<file path="src/rtl/reg_file_access_ctrl.sv">
// Request/response initiator for a 32x32 register file: read-pair, single write
// and bulk fill, driving the file's READ/WRITE strobes with its two-cycle read timing.
//
//  state  | meaning
//  -------+------------------------------------------------------------
//  IDLE   | ready for a request, both file strobes low
//  RD     | READ asserted, read addresses presented to the file
//  CAP    | READ still asserted, file data captured at the closing edge
//  WR     | single WRITE cycle
//  FILL   | one WRITE per cycle, address = fill counter
//  RESP   | response held until consumed
module reg_file_access_ctrl #(
   parameter int DATA_WIDTH = 32,
   parameter int ADDR_WIDTH = 5,
   parameter int NUM_REGS   = 32
) (
   input  logic                  clk,
   input  logic                  rst_n,
   input  logic                  req_valid,
   output logic                  req_ready,
   input  logic [1:0]            req_op,
   input  logic [ADDR_WIDTH-1:0] req_addr_a,
   input  logic [ADDR_WIDTH-1:0] req_addr_b,
   input  logic [DATA_WIDTH-1:0] req_wdata,
   output logic                  resp_valid,
   input  logic                  resp_ready,
   output logic [DATA_WIDTH-1:0] resp_data_a,
   output logic [DATA_WIDTH-1:0] resp_data_b,
   output logic                  resp_err,
   output logic                  busy,
   output logic                  rf_read,
   output logic                  rf_write,
   output logic [ADDR_WIDTH-1:0] rf_addr_r1,
   output logic [ADDR_WIDTH-1:0] rf_addr_r2,
   output logic [ADDR_WIDTH-1:0] rf_addr_w,
   output logic [DATA_WIDTH-1:0] rf_data_w,
   input  logic [DATA_WIDTH-1:0] rf_data_r1,
   input  logic [DATA_WIDTH-1:0] rf_data_r2
);

   localparam logic [2:0] S_IDLE = 3'd0;
   localparam logic [2:0] S_RD   = 3'd1;
   localparam logic [2:0] S_CAP  = 3'd2;
   localparam logic [2:0] S_WR   = 3'd3;
   localparam logic [2:0] S_FILL = 3'd4;
   localparam logic [2:0] S_RESP = 3'd5;

   localparam logic [1:0] OP_READ  = 2'b00;
   localparam logic [1:0] OP_WRITE = 2'b01;
   localparam logic [1:0] OP_FILL  = 2'b10;

   localparam logic [ADDR_WIDTH-1:0] FILL_LAST = ADDR_WIDTH'(NUM_REGS - 1);

   logic [2:0]            state;
   logic [ADDR_WIDTH-1:0] fill_cnt;

   assign req_ready = (state == S_IDLE);
   assign busy      = ~req_ready;

   always_ff @(posedge clk or negedge rst_n) begin
      if (!rst_n) begin
         state       <= S_IDLE;
         fill_cnt    <= '0;
         rf_read     <= 1'b0;
         rf_write    <= 1'b0;
         rf_addr_r1  <= '0;
         rf_addr_r2  <= '0;
         rf_addr_w   <= '0;
         rf_data_w   <= '0;
         resp_valid  <= 1'b0;
         resp_data_a <= '0;
         resp_data_b <= '0;
         resp_err    <= 1'b0;
      end else begin
         case (state)
            S_IDLE: begin
               if (req_valid) begin
                  resp_data_a <= '0;
                  resp_data_b <= '0;
                  resp_err    <= 1'b0;
                  case (req_op)
                     OP_READ: begin
                        rf_read    <= 1'b1;
                        rf_addr_r1 <= req_addr_a;
                        rf_addr_r2 <= req_addr_b;
                        state      <= S_RD;
                     end
                     OP_WRITE: begin
                        rf_write  <= 1'b1;
                        rf_addr_w <= req_addr_a;
                        rf_data_w <= req_wdata;
                        state     <= S_WR;
                     end
                     OP_FILL: begin
                        rf_write  <= 1'b1;
                        rf_addr_w <= '0;
                        rf_data_w <= req_wdata;
                        fill_cnt  <= '0;
                        state     <= S_FILL;
                     end
                     default: begin
                        resp_err   <= 1'b1;
                        resp_valid <= 1'b1;
                        state      <= S_RESP;
                     end
                  endcase
               end
            end
            S_RD: begin
               state <= S_CAP;
            end
            S_CAP: begin
               resp_data_a <= rf_data_r1;
               resp_data_b <= rf_data_r2;
               rf_read     <= 1'b0;
               resp_valid  <= 1'b1;
               state       <= S_RESP;
            end
            S_WR: begin
               rf_write   <= 1'b0;
               resp_valid <= 1'b1;
               state      <= S_RESP;
            end
            S_FILL: begin
               // stop on the last address so the counter never wraps
               if (fill_cnt == FILL_LAST) begin
                  rf_write   <= 1'b0;
                  resp_valid <= 1'b1;
                  state      <= S_RESP;
               end else begin
                  fill_cnt  <= fill_cnt + 1'b1;
                  rf_addr_w <= fill_cnt + 1'b1;
               end
            end
            S_RESP: begin
               if (resp_ready) begin
                  resp_valid <= 1'b0;
                  state      <= S_IDLE;
               end
            end
            default: begin
               rf_read    <= 1'b0;
               rf_write   <= 1'b0;
               resp_valid <= 1'b0;
               state      <= S_IDLE;
            end
         endcase
      end
   end

endmodule
</file>
<file path="config.mk">
export PLATFORM = sky130hd
export DESIGN_NAME = reg_file_access_ctrl
export DESIGN_NICKNAME = d
export VERILOG_FILES = /design/src/rtl/reg_file_access_ctrl.sv
export SDC_FILE = /design/constraint.sdc
export NUM_CORES = 1
export LEC_CHECK = 0
export ABC_AREA = 1
export CAP_MARGIN = 20
export CORE_MARGIN = 3
export CORE_UTILIZATION = 43
export CTS_BUF_LIST = sky130_fd_sc_hd__clkbuf_4 sky130_fd_sc_hd__clkbuf_8
export CTS_CLUSTER_DIAMETER = 100
export DETAILED_ROUTE_END_ITERATION = 16
export PLACE_DENSITY = 0.82
export SETUP_SLACK_MARGIN = 0.2
export SLEW_MARGIN = 20
export SYNTH_ARGS = -nofsm -noshare
export SYNTH_HDL_FRONTEND = slang
export SYNTH_SLANG_ARGS = --single-unit
</file>
<file path="constraint.sdc">
create_clock -name clk -period 1.77 [get_ports clk]
set_clock_uncertainty 0.05 [all_clocks]
set_input_delay 0.2655 -clock clk [delete_from_list [all_inputs] [get_ports clk]]
set_output_delay 0.2655 -clock clk [all_outputs]
set_load 0.02 [all_outputs]
</file>
Yosys cells after proc, flatten, opt, wreduce, memory -nomap -nowiden
Index checks and enable logic that the tools add are counted.

cells by class
  add/sub/neg operators = 1
  $mul = 0
  div/mod/pow operators = 0
  magnitude comparators = 0
  equality and inequality tests = 17
  shifts and indexed selects = 0
  mux-type cells = 28
  bitwise logic cells = 4
  reductions and logical operators = 19

operator list
  kind                 count
  $pmux 32 s2          2
  $mux 32              1
  $pmux 5 s2           3
  $mux 5               4
  $pmux 3 s5           1
  $ne 2x2->1 const B   6
  $reduce_and 3->1     4
  $reduce_and 4->1     3
  $mux 1               10
  $mux 3               3
  $pmux 3 s3           1
  $eq 3x2->1 const B   2
  $eq 3x3->1 const B   2
  $reduce_or 3->1      2
  $add 5x1->5 const B  1
  $eq 5x5->1 const B   1
  $pmux 1 s5           1
  $reduce_and 5->1     1
  $ne 2x1->1 const B   2
  $not 1->1            4
  $reduce_and 2->1     2
  $reduce_bool 2->1    2
  $reduce_or 2->1      2
  $reduce_or 4->1      1
  8 further kinds      8

storage, ports and cells
  register bits after elaboration = 123
  bits in latches = 0
  memory bits (writable) = 0
  memory bits (read-only) = 0
  output and inout port bits = 117
  memories kept = 0

Logic depth before layout (Yosys ltp)
  word-level depth = 5
  depth in mapped cells = 11

Least setup slack after synthesis
OpenSTA, ideal clock, no wires.

  path type = flip-flop to flip-flop
  from = reg fill_cnt[0]
  to = reg rf_addr_w[3]
  data arrival time = 1429 ps
  slack = 226 ps
  stages on the path, launching flop included = 12
  path buffers = 0
  period minus slack after synthesis = 1544 ps
  cells stage by stage = dfrtp_1 > ha_1 > nand2_1 > nor2_1 > ha_1 > inv_1 > nand3_1 > nand2_1 > nand2_1 > inv_2 > nand2_1 > nand2_1

between the ends
  longest elaborated chain between the ends = 3
  elaborated cells on any way between the ends = 6
  classes of those cells = add/sub: 1; eq/ne: 2; mux: 2; reduce/logical: 1

RTL lines
  what                                            line      source
  from (decl)                                     55        logic [ADDR_WIDTH-1:0] fill_cnt;
  from (signal assigned)                          131       fill_cnt <= fill_cnt + 1'b1;
  $add 5x1->5 or $eq 5x5->1 (tied branches)       132, 126
  $mux 5 or $ne 2x2->1 (tied branches)            -
  $pmux 5 s2 or $reduce_and 4->1 (tied branches)  -
  to (signal assigned)                            90        rf_addr_w <= req_addr_a;
  to (signal assigned)                            132       rf_addr_w <= fill_cnt + 1'b1;
  to (decl)                                       35        output logic [ADDR_WIDTH-1:0] rf_addr_w,

Several ways; a longest one is shown, not always the timed one. The select of a mux whose other input is x is not followed.
A chain may end at the register's enable or synchronous reset.

Final worst setup path
  from = reg fill_cnt[1]
  to = reg fill_cnt[3]

between the ends
  longest elaborated chain between the ends = 3
  elaborated cells on any way between the ends = 6
  classes of those cells = add/sub: 1; eq/ne: 2; mux: 2; reduce/logical: 1

RTL lines
  what                                            line
  $add 5x1->5 or $eq 5x5->1 (tied branches)       131, 126
  $mux 5 or $ne 2x2->1 (tied branches)            -
  $pmux 5 s2 or $reduce_and 4->1 (tied branches)  -

Several ways; a longest one is shown, not always the timed one. The select of a mux whose other input is x is not followed.

==> flow_summary.ini <==
[cells_and_area]
drive_gt1_share_pct = 13.46
final_cell_mix = 320 x sky130_fd_sc_hd__nand2_1, 120 x sky130_fd_sc_hd__dfrtp_1, 115 x sky130_fd_sc_hd__dlygate4sd2_1, 110 x sky130_fd_sc_hd__clkdlybuf4s50_1, 41 x sky130_fd_sc_hd__nand3_1
layout-area-overhead-vs-synth_pct = 62.14
final_net_count = 971
layout_commonest_cell = sky130_fd_sc_hd__nand2_1
antenna_cells = 0
postLayoutCellArea_mm2 = 0.008354

[timing]
final_period_minus_worst_setup_slack_ps = 1625
rsz0062_at_grt = yes
report.final.setup_viol = 0
final-hold-violation-count = 0
final.period_utilization_pct = 91.80
hold-worst-slack_ps = 329.6
timing.final.max_slew_violations = 0
clock.fmax_mhz = 615.4
maxSlewHeadroom_pct = 70.68
worst_margin_pin_slew_ps = 438.8

[drt]
ant_nets = 0
detail_route.iter0.violations = 304
detail_route.wirelength_um = 16530
dr_total_vias = 5018
detail_route.drc_violations = 0
routed_wire_length_per_instance_um = 16.45
drtPass1Iterations = 5
vias_per_cell = 4.993

[synthesis]
synth.area.mux_share_pct = 0
yosys.cell_types.count = 22
netlist_instances = 589
synth_nets = 708
yosysWarningCount = 0
post_synth_xor_area_fraction_pct = 0
syn_area_mm2 = 0.005152
synth-seq-cells = 123
yosys.area_share.simple_pct = 32.18
postSynthAreaPerCell_um2 = 8.748
synth_sequential_area_ratio_pct = 59.74
main_combinational_cell_family_by_area_after_synthesis = simple AND/OR/NAND/NOR gates
synth-adder-area-share_pct = 1.700
synth_compound_gate_area_share_pct = 1.263

[floorplan]
die_area_mm2 = 0.01333
start_util_pct = 44.55
die_w_um = 115.5
core_area_mm2 = 0.01156
floorplan.io_pins = 229
placement_rows = 39
die_h_um = 115.5

[worst_setup_path]
setup.worst_path.end_class = flop
startpoint_type = flop
worst-r2r-cell-count = 10
slowest_delay_ps = 390
critical_path.reg2reg.endpoint = fill_cnt[3]
critical_path_peak_fanout = 5
critical_path.reg2reg.startpoint = fill_cnt[1]
crit_chain = ha_2 > nand2_2 > nor2_1 > ha_2 > inv_2 > nand3_4 > nand2_4 > nand2_4 > nand2_4 > o21ai_1
crit_path_top_delay_cell = sky130_fd_sc_hd__dfrtp_1
regToRegSetupSlack_ps = 150
path_class = flop to flop
required_ps = 2020
critPathArrivalTime_ps = 1880
setup.worst_path.start = fill_cnt[1]
path_common_cell = sky130_fd_sc_hd__nand2_4

[global_routing]
initial_antenna_violation_count = 0
maximum_number_of_pins_on_one_net_before_global_route_repair = 71
global_route_usage_over_all_layers_pct = 23.76
first_global_vias = 5069
globalRouteOverflowTotal = 0
wire_length_of_the_first_global_routing_pass_um = 24850

[status]
status = completed

[clock_network]
cts_inserted_buffers = 17
clkSinkCount = 123
clock-root-buffer = sky130_fd_sc_hd__clkbuf_8
clk_path_buf_depth = 2
ctsHtreeMaxLevel = 4
clock_insertion_delay_worst_skew_ps = 420
clock_tree_from_tritoncts = yes
clkTransAtPathRegs_ps = 70

[power_and_ir_drop]
p_sw_mw = 6.308
pwr_density_cell_mw_per_mm2 = 1783
p_leak_nw = 4.673
power_frac_seq_pct = 33.2
power.share.switching_pct = 42.34
power.clock.fraction_pct = 18.2
combinationalPowerShare_pct = 48.6
power.internal_mw = 8.591
ir_drop_mv = 0.9340

[placed_design]
hpwlAfterDp_um = 10860
gpl.final_weighted_congestion = 0.8915
total_placed_instance_area_mm2 = 0.007589
numPortBuffers = 228

[min_path]
hold_path.class = primary input to asynchronous set/reset pin

[job]
max_cap_violations = 0
worst max path at each step:
stage	to	slack, ps	depth (start not counted)
3_5_place_dp	resp_data_a[10]	-180	6
3_3_place_gp	resp_data_a[18]	-90	6
5_1_grt	resp_valid	80	11
4_1_cts	req_ready	10	4
2_1_floorplan	rf_addr_w[3]	230	11
6_report	fill_cnt[3]	150	10
layout make-up:
type | count | area [um2]
sequential | 123 | 3082
clock buffer | 22 | 290.3
timing repair buffer | 264 | 2551
multi-input combinational | 429 | 2026
clock inverter | 7 | 140.1
tap | 143 | 178.9
fill | 860 | 3211
inverter | 17 | 86.33
layer usage:
metal  wire length [um]  GRT usage, %  up-vias
met5                 11             0        -
met4                457         9.311        2
met3               1222         5.692       40
met2               8486         40.82      245
met1               6354         29.02     2375
li1                   -             -     2356
critical path, delay by kind of cell (launching register included):
family	cells	cell delay (ps)
buffers and inverters	1	70
AND/OR/NAND/NOR	6	570
AO/OA/AOI/OAI	1	70
flip-flops	1	390
adder cells (fa/ha/maj)	2	360
cell usage after synthesis (all sizes together):
cell type / instances / area share, %
nand2: 336 / 25
dfrtp: 123 / 60
nand3: 43 / 4.4
buf: 22 / 3.5
inv: 17 / 1.3
nor2: 17 / 2.2
o21ai: 8 / 0.78
ha: 7 / 1.7
a21oi: 5 / 0.49
clkbuf: 4 / 0.29
nand4: 3 / 0.36
or2: 2 / 0.24
nand3b: 1 / 0.15
nor3: 1 / 0.097
per-stage QoR:
stage / setup TNS, ps / instances / util, % / power [mW] / setup WS, ps
2_1_floorplan: 0 / 589 / - / 8.585 / 225.7
3_3_place_gp: -5815 / 954 / 65.62 / 12.10 / -85.62
3_5_place_dp: -11550 / 954 / 65.62 / 12.37 / -184.9
4_1_cts: 0 / 993 / 69.73 / 14.47 / 11.85
5_1_grt: 0 / 1005 / 72.24 / 15.79 / 84.54
6_report: 0 / 1005 / 72.24 / 14.90 / 145.1
power by group through the flow:
stage          combinational (mW)  clock (mW)  sequential [mW]
6_report                     7.24        2.71             4.95
5_1_grt                      7.79        2.88             5.12
4_1_cts                      6.80        2.73             4.94
3_5_place_dp                 7.35           0             5.02
3_3_place_gp                 7.15           0             4.95
2_1_floorplan                2.03           0             6.56
repair_timing:
item	4_1_cts	5_1_grt
endpoints found under the setup margin	237	123
gates cloned	4	4
setup buffers	5	8
hold buffers	1	0
gates resized for setup	161	40
endpoints found under the hold margin	123	0
pin swaps	8	15
flip-flops by register name (all words and copies together), names as in the netlist:
name,flops
rf_addr_r1,5
rf_write,1
rf_read,1
resp_err,1
resp_data_a,32
resp_data_b,32
rf_addr_r2,5
resp_valid,1
state,3
rf_data_w,32
rf_addr_w,5
fill_cnt,5
kinds of logic (layout without fill, tap and decap cells):
logic type	after synthesis	after routing
compound gates	13	13
fa+ha+maj	7	7
buf+inv	43	310
flops	123	123
simple gates	403	409
Note: power is estimated with default switching activity, not from simulation.
